## src/rtl/jt12_lfo_pkg.sv

```systemverilog
// Shared constants for the jt12 low-frequency oscillator.
// Holds the per-rate divider limits and the AM sensitivity shifts.
package jt12_lfo_pkg;

    localparam int LFO_CNT_W = 7;
    localparam int LFO_DIV_W = 7;

    // Frames per LFO step, indexed by lfo_freq
    localparam logic [LFO_DIV_W-1:0] LFO_LIMIT [8] = '{
        7'd108, 7'd77, 7'd71, 7'd67,
        7'd62,  7'd44, 7'd8,  7'd5
    };

    typedef enum logic [1:0] {
        AMS_OFF  = 2'd0,
        AMS_LOW  = 2'd1,
        AMS_MID  = 2'd2,
        AMS_FULL = 2'd3
    } ams_e;

    localparam int AMS_SHIFT_LOW = 3;
    localparam int AMS_SHIFT_MID = 1;

endpackage

```

## src/rtl/jt12_lfo_am.sv

```systemverilog
// AM attenuation: triangle of the LFO step scaled by slot sensitivity.
// One register stage between ams and am_offset.
module jt12_lfo_am
    import jt12_lfo_pkg::*;
#(
    parameter int CNT_W = LFO_CNT_W
) (
    input  logic             clk,
    input  logic             rst,
    input  logic             clk_en,
    input  logic [CNT_W-1:0] lfo_mod,
    input  logic [1:0]       ams,
    output logic [CNT_W-1:0] am_offset
);

    logic [CNT_W-2:0] tri_val;
    logic [CNT_W-1:0] base;
    logic [CNT_W-1:0] am_d;
    logic [CNT_W-1:0] am_q;

    // Falling half first, rising half once the top bit is set
    assign tri_val = lfo_mod[CNT_W-1] ? lfo_mod[CNT_W-2:0]
                                      : ~lfo_mod[CNT_W-2:0];
    assign base    = {tri_val, 1'b0};

    always_comb begin
        am_d = am_q;
        if (clk_en) begin
            unique case (ams_e'(ams))
                AMS_OFF:  am_d = '0;
                AMS_LOW:  am_d = base >> AMS_SHIFT_LOW;
                AMS_MID:  am_d = base >> AMS_SHIFT_MID;
                AMS_FULL: am_d = base;
                default:  am_d = '0;
            endcase
        end
    end

    always_ff @(posedge clk) begin
        if (rst) begin
            am_q <= '0;
        end else begin
            am_q <= am_d;
        end
    end

    assign am_offset = am_q;

endmodule

```

## src/rtl/jt12_lfo.sv

```systemverilog
// YM2612 LFO: per-frame divider and 7-bit step counter.
// The step counter feeds PM directly and AM via jt12_lfo_am.
module jt12_lfo
    import jt12_lfo_pkg::*;
#(
    parameter int CNT_W = LFO_CNT_W,
    parameter int DIV_W = LFO_DIV_W
) (
    input  logic             clk,
    input  logic             rst,
    input  logic             clk_en,
    input  logic             zero,
    input  logic             lfo_en,
    input  logic [2:0]       lfo_freq,
    input  logic [1:0]       ams,
    output logic [CNT_W-1:0] lfo_mod,
    output logic [CNT_W-1:0] am_offset
);

    logic [DIV_W-1:0] div_q;
    logic [DIV_W-1:0] div_d;
    logic [DIV_W-1:0] limit;
    logic [CNT_W-1:0] mod_q;
    logic [CNT_W-1:0] mod_d;

    assign limit = DIV_W'(LFO_LIMIT[lfo_freq]);

    // >= rather than == so a lowered rate cannot strand div above limit
    always_comb begin
        div_d = div_q;
        mod_d = mod_q;
        if (clk_en && zero) begin
            if (!lfo_en) begin
                div_d = '0;
                mod_d = '0;
            end else if (div_q >= limit - DIV_W'(1)) begin
                div_d = '0;
                mod_d = mod_q + CNT_W'(1);
            end else begin
                div_d = div_q + DIV_W'(1);
            end
        end
    end

    always_ff @(posedge clk) begin
        if (rst) begin
            div_q <= '0;
            mod_q <= '0;
        end else begin
            div_q <= div_d;
            mod_q <= mod_d;
        end
    end

    assign lfo_mod = mod_q;

    jt12_lfo_am #(
        .CNT_W (CNT_W)
    ) u_am (
        .clk       (clk),
        .rst       (rst),
        .clk_en    (clk_en),
        .lfo_mod   (mod_q),
        .ams       (ams),
        .am_offset (am_offset)
    );

endmodule

```

## config.mk

```make
export PLATFORM = sky130hd
export DESIGN_NAME = jt12_lfo
export DESIGN_NICKNAME = d
export VERILOG_FILES = /design/src/rtl/jt12_lfo_pkg.sv /design/src/rtl/jt12_lfo_am.sv /design/src/rtl/jt12_lfo.sv
export SDC_FILE = /design/constraint.sdc
export NUM_CORES = 1
export LEC_CHECK = 0
export BUFFER_PORTS_ARGS = -buffer_cell sky130_fd_sc_hd__buf_2
export CAP_MARGIN = 20
export CORE_ASPECT_RATIO = 0.5
export CORE_MARGIN = 2
export CORE_UTILIZATION = 40
export DETAILED_ROUTE_END_ITERATION = 8
export MAX_ROUTING_LAYER = met4
export PLACE_DENSITY = 0.65
export SLEW_MARGIN = 20
export SYNTH_ARGS = -nofsm -noshare
export SYNTH_HDL_FRONTEND = slang
export SYNTH_SLANG_ARGS = --single-unit
```

## constraint.sdc

```tcl
create_clock -name clk -period 3.6 [get_ports clk]
set_input_delay 0.54 -clock clk [delete_from_list [all_inputs] [get_ports clk]]
set_output_delay 0.54 -clock clk [all_outputs]
set_load 0.03 [all_outputs]
```

Yosys cells after proc, flatten, opt, wreduce, memory -nomap -nowiden
Memory sizes are Yosys's and may differ from the RTL's.
Cells that the tools add are included.
- output and inout port bits: 14
- register bits: 21
- bits in latches: 0
- word-level logic and storage cells: 26
- memories: 1
- input port bits: 10
- memory bits (writable): 0
- bits in read-only memories: 56
- memories (name ; depth ; width ; rd ports ; clocked after memory_dff ; wr ports ; RTL line ; source):
    (no name shown) ; 8 ; 7 ; 1 ; 0 ; 0 ; jt12_lfo.sv:26 ; assign limit = DIV_W'(LFO_LIMIT[lfo_freq]);
- magnitude comparators: 2
- multiply operators: 0
- reduce and logical (&&, ||, !) cells: 3
- divide/modulo/power cells: 0
- equal/unequal tests: 4
- mux-type cells: 8
- shifts and indexed selects: 0
- bitwise gates (word level): 2
- add/sub/neg operators: 3
- operator list (kind ; count):
    two-way mux 7 bit ; 6
    one-hot mux 7 bit (4 select lines) ; 1
    adder 7 x 1 -> 7 bit, second input constant ; 2
    >= comparator 7 bit ; 1
    subtractor 7 x 1 -> 7 bit, second input constant ; 1
    two-way mux 6 bit ; 1
    inverter 6 bit ; 1
    equality test 2 bit, second input constant ; 2
    >= comparator 4 bit, second input constant ; 1
    inverter 3 -> 4 bit ; 1
    equality test 2 x 1 -> 1 bit, second input constant ; 1
    logical NOT 2 bit ; 1
    inequality test 2 x 1 -> 1 bit, second input constant ; 1
    AND reduction 2 bit ; 1
    logical AND 1 bit ; 1

Depth between registers and ports, before layout
Gate-level depths: netlist (run 1).
- depth after elaboration: 8
- mapped depth: 9
- gate-level depth less buffers: 9

Modules after synthesis
From an unflattened synthesis (run 1), not the netlist that was laid out.
- cells, all modules: 161
- area, all modules: 1372.6 sq um
- modules (own cells, without submodules) (module ; seq. area each (sq um) ; times used ; area an instance (sq um) ; cells each):
    jt12_lfo ; 280.3 ; 1 ; 907.1 ; 107
    jt12_lfo_am ; 140.1 ; 1 ; 465.4 ; 54

Worst setup path after synthesis (run 1)
Ideal clock, no wire load.
- kind: input-to-reg
- from: in lfo_freq[0]
- to: reg mod_q[3] (netlist: lfo_mod[3])
- arrival time: 1.989 ns
- stages on the path: 9
- path slack: 1.486 ns
- data required time: 3.475 ns
- buffers on the path: 0
- setup time: 0.125 ns
- cells stage by stage: xnor2_1 > nand2_1 > o21ai_0 > ha_1 > a21oi_1 > o21ai_1 > a211oi_4 > nand2b_4 > o32ai_2
- longest elaborated chain between the ends: 8
- RTL lines (element ; RTL line ; source):
    from (decl) ; jt12_lfo.sv:14 ; input logic [2:0] lfo_freq,
    inverter 3 -> 4 bit (implied by the code) ; jt12_lfo.sv:26 ;
    memory read (8 x 7 bit) ; n/a ;
    two-way mux 7 bit (implied by the code) (2 in a row) ; jt12_lfo.sv:26 ;
    subtractor 7 x 1 -> 7 bit ; jt12_lfo.sv:36 ; end else if (div_q >= limit - DIV_W'(1)) begin
    >= comparator 7 bit ; jt12_lfo.sv:36 ;
    inequality test 2 x 1 -> 1 bit (no source line) ; n/a ;
    AND reduction 2 bit (no source line) ; n/a ;
    to (signal assigned) ; jt12_lfo.sv:51 ; mod_q <= mod_d;
    to (decl) ; jt12_lfo.sv:23 ; logic [CNT_W-1:0] mod_q;
Every way passes these cells. The select of a mux whose other input is x is not followed.
A chain may end at the register's enable or synchronous reset.

Final worst setup path (run 1)
- from: in lfo_freq[0]
- to: reg mod_q[5] (netlist: lfo_mod[5])
Same word-level chain as after synthesis.

==> results.toml, run 1 <==
[floorplan]
coreArea_um2 = 3120
io_pins = 24
placementRows = 14
initial_utilization = 0.437
die_w_um = 86.5
dieArea_um2 = 3910
dieHeight_um = 45.3

[placement]
hpwlAfterDp_mm = 2.09
pre_cts_ws_ns = 1.08
dpl_cell_area_um2 = 1490
io_buffers = 23
gp_congestion = 0.822

[clocking]
root_buffer = "clkbuf_8"
cts_tree = "yes"
clk_pin_slew_ns = 0.08
htreeDepth = 1
numCtsBuffers = 3
cts_hold_buf = 0
post_cts_buffers = 0
clk_latency_ns = 0.26
cts_buffer_depth = 2
cts.sink_count = 21
cts_resized = 0

[critical_path]
critPathLaunchType = "input pin"
endpoint_kind = "flip-flop"
criticalPathCategory = "input pin to flip-flop"
r2r_slack_ns = 1.75
critPathArrivalTime_ns = 2.39
path_max_fanout = 10
crit_slowest_cell = "a211oi_4"
slowest_delay_ns = 0.45
crit_chain = "buf_2, xnor2_1, nand2_1, o21ai_0, ha_1, a21oi_1, o21ai_1, a211oi_4, nand2b_4, o32ai_1"
required_ns = 3.75

[final_layout]
nets = 199
drive_gt1_frac = 0.218
area_growth_syn_to_layout_pct = 12.6
fin_area_um2 = 1530
final_core_util = 0.492
antenna_cells = 0

[synth]
synth_edf_count = 0
syn_area_um2 = 1360
yosys.cell_types.count = 43
synth_nets = 180
ys_seq_area_frac = 0.309
synthFlopType = "dfxtp_1"
syn_avg_cell_area_um2 = 8.46
netlist.area_leader.share = 0.309
syn_inst = 161
synth_area_leader_cell = "dfxtp_1"
ys_ff_latch = 21
async_flop_share = 0
synth_area_leaders = "dfxtp_1 (31%), ha_1 (8.3%), a21oi_1 (5.1%)"
synth_warnings = 0

[sta]
fmax_ghz = 0.445
timing.setup.tns_ns = 0
slew_headroom = 0.695
min_period_over_period = 0.624
worstMarginPinSlew_ns = 0.456
fin_skew_ns = 0.00155
hold_viol_final = 0
rsz0062_at_grt = "no"
fin_ws_ns = 1.35
maxSlewViolCount = 0
hold_slack_ns = 0.469
finalSetupViolations = 0
min_period_ns = 2.25

[run_status]
outcome = "finished, final reports clean"

[power]
power_density_nw_per_um2 = 312
peakVddDrop_uv = 229
cellLeakagePower_nw = 0.642

[job]
cap_violations = 0

[hold_path]
hp-class = "flip-flop to flip-flop"

[routing]
drc = 0
wl_per_cell_um = 12.9
first_pass_iters = 4
dr_total_vias = 1150
drtIter0Drc = 34
via_per_inst = 5.25
antenna_left = 0
wl_mm = 2.82

[global_route]
grt.total_usage = 0.162
met1_usage = 0.217
grt_pass1_wl_mm = 4.77
met2_usage = 0.248
grt_use_met3 = 0.0384
overflow = 0
antenna_found_initial = 0
grt-busiest-layer = "met2"
grt_pass1_vias = 1073
grt_start_max_net_pins = 22
[metrics by stage]
stage | power (W) | cells
after floorplan | 0.000306 | 161
after global routing | 0.000501 | 219
after global placement | 0.000323 | 215
final | 0.000478 | 219
after detailed placement | 0.000325 | 215
after CTS | 0.000484 | 219
[final cells by class]
type	instances	area, µm²
clock inverter	1	5.00
inverter	9	33.8
clock buffer	3	41.3
timing repair buffer	23	115
sequential	21	420
tap	40	50.0
multi-input combinational	122	867
fill	298	1590
[worst paths after layout]
path | start | to | cells after the start
setup / recovery | lfo_freq[0] | lfo_mod[5] | 10
setup reg to reg | div_q[4] | lfo_mod[5] | 6
hold / removal | u_am.am_offset[4] | u_am.am_offset[4] | 2
hold reg to reg | u_am.am_offset[4] | u_am.am_offset[4] | 2
[layout by cell type (no fill, tap or decap), drive strengths merged]
cell type   n
o211ai      1
nand2      13
nand3b      3
clkinv      1
a311oi      1
nand2b      9
o32ai       5
a211oi      3
a21oi      14
xor2        5
and3        3
or2b        1
ha          9
buf        23
nor2       11
nand4       1
or2         2
clkbuf      3
a21o        1
xnor2       8
a31oi       3
nor3        2
mux2i       5
dfxtp      21
o221ai      1
nand3       8
o31ai       1
o22ai       3
nor2b       1
inv         9
or3         5
o21ai       3
[flip-flops by register name, summed over array words and instances (netlist names)]
signal          count
div_q               7
lfo_mod             7
u_am.am_offset      7
[critical path, delay by kind of cell]
kind / cells / cell delay (ns)
simple gates: 2 / 0.34
compound gates: 5 / 0.89
fa+ha+maj: 1 / 0.29
buf+inv: 1 / 0.13
xor+xnor: 1 / 0.20
[cell families (layout without fill, tap and decap cells)]
group,after synthesis,after routing,share of synthesized area
AOI/OAI and AO/OA,36,36,0.183
xor gates and xnor gates,13,13,0.0836
adders and majority gates,9,9,0.0827
muxes,5,5,0.0368
DFF,21,21,0.309
and+or+nand+nor,59,59,0.251
buffers and inverters,18,36,0.0542
[layer usage]
metal	vias up	wire length, µm
met3	4	87
li1	600	-
met2	17	1250
met5	-	0
met1	529	1450
met4	0	29
[Yosys cell counts, types with 4 or more instances]
cell      count
a21oi_1      14
or3_1         4
o32ai_1       4
nor2_1       11
clkbuf_1      6
nand2_1      12
ha_1          9
nand3_1       7
nand2b_1      7
xor2_1        5
dfxtp_1      21
inv_1         7
xnor2_1       8
mux2i_1       5
[report_power, final]
part | leakage, nW | switching, W | internal [W] | total, W
combinational | 0.445 | 0.0000494 | 0.0000273 | 0.0000767
sequential | 0.171 | 0.00000409 | 0.000239 | 0.000243
clock | 0.0255 | 0.0000813 | 0.0000773 | 0.000159
No activity file was read; power rests on OpenSTA's default activity.
==> inputs of run 2 (changes only) <==
==> constraint.sdc (replaced) <==
create_clock -name clk -period 2.3 [get_ports clk]
set_input_delay 0.345 -clock clk [delete_from_list [all_inputs] [get_ports clk]]
set_output_delay 0.345 -clock clk [all_outputs]
set_load 0.03 [all_outputs]
==> run 2 against run 1 <==
Power grew 57%. Sequential cell count is the same. Highest routed layer unchanged. Worst hold slack lost 0.074 ns.
==> results.toml, run 2 (synthesized netlist as in run 1, its figures left out) <==
[run_status]
outcome = "finished, final reports clean"

[sta]
min_period_over_period = 0.839
maxSlewViolCount = 0
timing.setup.tns_ns = 0
min_period_ns = 1.93
fmax_ghz = 0.518
finalSetupViolations = 0
slew_headroom = 0.744
hold_viol_final = 0
worstMarginPinSlew_ns = 0.384
fin_skew_ns = 0.00115
rsz0062_at_grt = "no"

[global_route]
grt.total_usage = 0.163
antenna_found_initial = 0
grt_pass1_wl_mm = 4.74
overflow = 0
grt_pass1_vias = 1033
grt_start_max_net_pins = 22

[critical_path]
critPathLaunchType = "input pin"
reg2regPathDepth = 8
crit_slowest_cell = "a211oi_4"
required_ns = 2.48
crit_chain = "buf_2, xnor2_1, nand2_1, o21ai_0, ha_1, a21oi_1, o21ai_1, a211oi_4, buf_4, a21oi_1, o32ai_1"
cp_common_cell = "a21oi_1"
path_max_fanout = 5
slowest_delay_ns = 0.30
path_depth = 11
r2r_start = "div_q[0]"
endpoint = "lfo_mod[4]"
criticalPathCategory = "input pin to flip-flop"
r2r_end = "lfo_mod[4]"
endpoint_kind = "flip-flop"
path_buf_inv = 2
r2r_slack_ns = 0.55
startpoint = "lfo_freq[0]"
crit_family = "compound AO/OA/AOI/OAI gates"
critPathArrivalTime_ns = 2.11

[hold_path]
min_from = "zero"
hp-class = "input pin to flip-flop"

[clocking]
cts_buffer_depth = 2
numCtsBuffers = 3
htreeDepth = 1
root_buffer = "clkbuf_8"
clk_pin_slew_ns = 0.08
cts_tree = "yes"
cts_hold_buf = 0
cts.sink_count = 21
post_cts_buffers = 0
clk_latency_ns = 0.26
cts_resized = 0

[placement]
hpwlAfterDp_mm = 2.03
io_buffers = 23
gp_congestion = 0.838
dpl_cell_area_um2 = 1500

[routing]
first_pass_iters = 5
drtIter0Drc = 33
via_per_inst = 5.38
dr_total_vias = 1190
drc = 0
wl_per_cell_um = 12.5
antenna_left = 0
wl_mm = 2.77

[final_layout]
nets = 201
most-common-layout-cells = "buf_2 (23), dfxtp_1 (21), a21oi_1 (14)"
fillCellCount = 319
antenna_cells = 0
layout_commonest_cell = "buf_2"
drive_gt1_frac = 0.221
area_growth_syn_to_layout_pct = 13.6
fin_area_um2 = 1550

[floorplan]
io_pins = 24
coreArea_um2 = 3120
initial_utilization = 0.437
dieHeight_um = 45.3
die_w_um = 86.5
dieArea_um2 = 3910
placementRows = 14

[power]
cellLeakagePower_nw = 0.648
peakVddDrop_uv = 320
p_total_w = 0.000749
power_density_nw_per_um2 = 484

[job]
cap_violations = 0
## run 2: changes by cell type in the layout (fill, tap and decap cells not counted)
cell,previous run,this run
clkbuf_1,0,1
clkinv_2,1,0
buf_4,0,2
## run 2: worst min path at each step
stage	to	slack, ns	cells past startpoint
4_1_cts	div_q[1]	0.38	3
3_5_place_dp	u_am.am_offset[4]	0.46	2
6_report	div_q[1]	0.40	3
5_1_grt	div_q[1]	0.40	3
2_1_floorplan	div_q[1]	0.47	2
3_3_place_gp	u_am.am_offset[4]	0.45	2
## run 2: where the power goes
group,internal [W],switching [W],total (W),leakage [nW]
clock,0.000124,0.000124,0.000247,0.0228
sequential,0.000374,0.00000628,0.000380,0.171
combinational,0.0000444,0.0000769,0.000121,0.454
## run 2: through the flow
step	util	std cells	hold WS (ns)	setup WS, ns
after floorplan	-	161	0.466	0.381
after global placement	0.482	217	0.451	0.150
after detailed placement	0.482	217	0.457	0.0919
after CTS	0.496	221	0.384	0.382
after global routing	0.496	221	0.404	0.165
final	0.496	221	0.395	0.370
## run 2: layout make-up
type / instances / area, µm² / area share
timing repair buffer: 25 / 130 / 0.0841
multi-input combinational: 122 / 867 / 0.561
clock buffer: 4 / 45.0 / 0.0291
tap: 40 / 50.0 / 0.0324
inverter: 9 / 33.8 / 0.0218
sequential: 21 / 420 / 0.272
## run 2: per-layer routing
layer  global-route usage  share of wire  wire (µm)  vias up
met3               0.0457          0.046        128        2
met1                0.217           0.52       1440      548
li1                     -              -          -      614
met4               0.0469         0.0069         19        0
met5                    -              0          0        -
met2                0.245           0.43       1180       26
## run 2: worst min-delay path, delay by kind of cell
family                 cells  cell delay [ns]
buffers and inverters      1             0.13
and+or+nand+nor            1             0.08
AOI/OAI and AO/OA          1             0.06
==> inputs of run 3 (changes only) <==
--- a/config.mk
+++ b/config.mk
@@ -5,6 +5,7 @@
 export SDC_FILE = /design/constraint.sdc
 export NUM_CORES = 1
 export LEC_CHECK = 0
+export ABC_AREA = 1
 export BUFFER_PORTS_ARGS = -buffer_cell sky130_fd_sc_hd__buf_2
 export CAP_MARGIN = 20
 export CORE_ASPECT_RATIO = 0.5
==> constraint.sdc (replaced) <==
create_clock -name clk -period 2 [get_ports clk]
set_input_delay 0.3 -clock clk [delete_from_list [all_inputs] [get_ports clk]]
set_output_delay 0.3 -clock clk [all_outputs]
set_load 0.03 [all_outputs]
==> run 3 against run 2 <==
Worst hold slack worse by 0.13 ns. Power up 17%. Combinational power up 23%. Worst setup slack better by 0.067 ns. Largest cell class unchanged.
==> results.toml, run 3 <==
[run_status]
outcome = "finished, final reports clean"

[synth]
async_flop_share = 0
synth_fa_ha_area_frac = 0.0838
synth_area_leaders = "dfxtp_1 (31%), nand2_1 (16%), ha_1 (8.4%)"
synth_xor_area_frac = 0.0717
syn_inst = 196
yosys-mux-area-fraction = 0.00745
ys_seq_area_frac = 0.313
syn_avg_cell_area_um2 = 6.86
synth_edf_count = 0
synth_top_family_by_area = "simple AND/OR/NAND/NOR gates"
synth_area_leader_cell = "dfxtp_1"
synthTopCellsByCount = "nand2_1 (56), nand3_1 (22), dfxtp_1 (21), inv_1 (21), nor2_1 (12)"
synth-compound-area-share = 0.0922
synth_nets = 215
ys_ff_latch = 21
synth_warnings = 0
netlist.area_leader.share = 0.313
synthFlopType = "dfxtp_1"
synthSimpleGateAreaFrac = 0.347
synth_most_common_cell = "nand2_1"
yosys.cell_types.count = 24
syn_area_um2 = 1340

[floorplan]
initial_utilization = 0.433
dieArea_um2 = 3870
die_w_um = 86.0
coreArea_um2 = 3100
dieHeight_um = 45.0
placementRows = 14
io_pins = 24

[clocking]
numCtsBuffers = 3
clk_latency_ns = 0.27
post_cts_buffers = 0
clk_pin_slew_ns = 0.08
cts_buffer_depth = 2
cts_resized = 0
htreeDepth = 1
cts_hold_buf = 0
root_buffer = "clkbuf_8"
cts_tree = "yes"
cts.sink_count = 21

[global_route]
grt_pass1_vias = 1058
antenna_found_initial = 0
grt_start_max_net_pins = 14
grt.total_usage = 0.157
grt_pass1_wl_mm = 4.57
overflow = 0

[placement]
gp_congestion = 0.802
pre_cts_ws_ns = 0.166
hpwlAfterDp_mm = 2.07
io_buffers = 23

[critical_path]
endpoint_kind = "flip-flop"
path_max_fanout = 7
required_ns = 2.20
critPathLaunchType = "input pin"
critPathArrivalTime_ns = 1.77
criticalPathCategory = "input pin to flip-flop"

[hold_path]
hp-class = "input pin to flip-flop"

[final_layout]
fillCellCount = 308
area_growth_syn_to_layout_pct = 14.0
most-common-layout-cells = "nand2_1 (56), buf_2 (23), nand3_1 (22)"
antenna_cells = 0
layout_commonest_cell = "nand2_1"
drive_gt1_frac = 0.183
nets = 238

[routing]
dr_total_vias = 1239
drtIter0Drc = 53
wl_per_cell_um = 10.3
antenna_left = 0
first_pass_iters = 5
wl_mm = 2.67
drc = 0
via_per_inst = 4.80

[sta]
timing.setup.tns_ns = 0
hold_viol_final = 0
rsz0062_at_grt = "no"
worstMarginPinSlew_ns = 0.429
slew_headroom = 0.713
min_period_ns = 1.56
maxSlewViolCount = 0
fmax_ghz = 0.640
min_period_over_period = 0.782
finalSetupViolations = 0
fin_skew_ns = 0.00687
fin_ws_ns = 0.437

[power]
peakVddDrop_uv = 249
cellLeakagePower_nw = 0.747
power_density_nw_per_um2 = 570

[job]
cap_violations = 0
[run 3: final cells by class]
| class | count | area [µm²] | share of cell area |
|---|---|---|---|
| flip-flops and latches | 21 | 420 | 0.275 |
| repair buffers | 23 | 115 | 0.0752 |
| multi-input cells | 147 | 810 | 0.529 |
| clock buffers | 4 | 45.0 | 0.0294 |
| well taps | 40 | 50.0 | 0.0327 |
| inverters | 23 | 91.3 | 0.0596 |
[run 3: worst paths after layout]
| path | cells after the start | startpoint | slack, ns | end |
|---|---|---|---|---|
| min reg2reg | 2 | u_am.am_offset[2] | 0.46 | u_am.am_offset[2] |
| min | 2 | rst | 0.26 | lfo_mod[4] |
| max reg2reg | 11 | div_q[0] | 0.50 | div_q[5] |
| max | 13 | lfo_freq[0] | 0.44 | div_q[5] |
[run 3: routing by layer]
layer / vias up / GRT usage / share of wire
li1: 673 / - / -
met1: 535 / 0.203 / 0.53
met2: 27 / 0.243 / 0.41
met3: 4 / 0.0366 / 0.045
met4: 0 / 0.0603 / 0.017
met5: - / - / 0
[run 3: where the power goes]
group	internal, W	switching, W
Sequential	0.000431	0.00000975
Combinational	0.0000499	0.0000987
Clock	0.000142	0.000142
[run 3: stage by stage]
| stage | utilization | instances | total power, W | instance area (µm²) | hold slack (ns) |
|---|---|---|---|---|---|
| 6_report | 0.494 | 258 | 0.000874 | 1530 | 0.265 |
| 5_1_grt | 0.494 | 258 | 0.000914 | 1530 | 0.268 |
| 4_1_cts | 0.494 | 258 | 0.000881 | 1530 | 0.257 |
| 3_5_place_dp | 0.479 | 254 | 0.000600 | 1490 | 0.460 |
| 3_3_place_gp | 0.479 | 254 | 0.000598 | 1490 | 0.456 |
| 2_1_floorplan | - | 196 | 0.000559 | 1340 | 0.369 |
[run 3: cells by family after synthesis]
logic type,count (synthesis)
buf+inv,28
simple gates,104
flops,21
fa+ha+maj,9
mux,1
xor+xnor,11
compound gates,22
[run 3: critical path, stage by stage]
cell,delay (ns)
buf_2,0.10
inv_1,0.07
nand2_1,0.07
nand3_1,0.10
o21ai_0,0.09
ha_1,0.30
a21oi_1,0.15
nand2_1,0.06
nand2_1,0.06
nand2_2,0.11
nand2_4,0.13
nand2_4,0.10
nor2_2,0.12
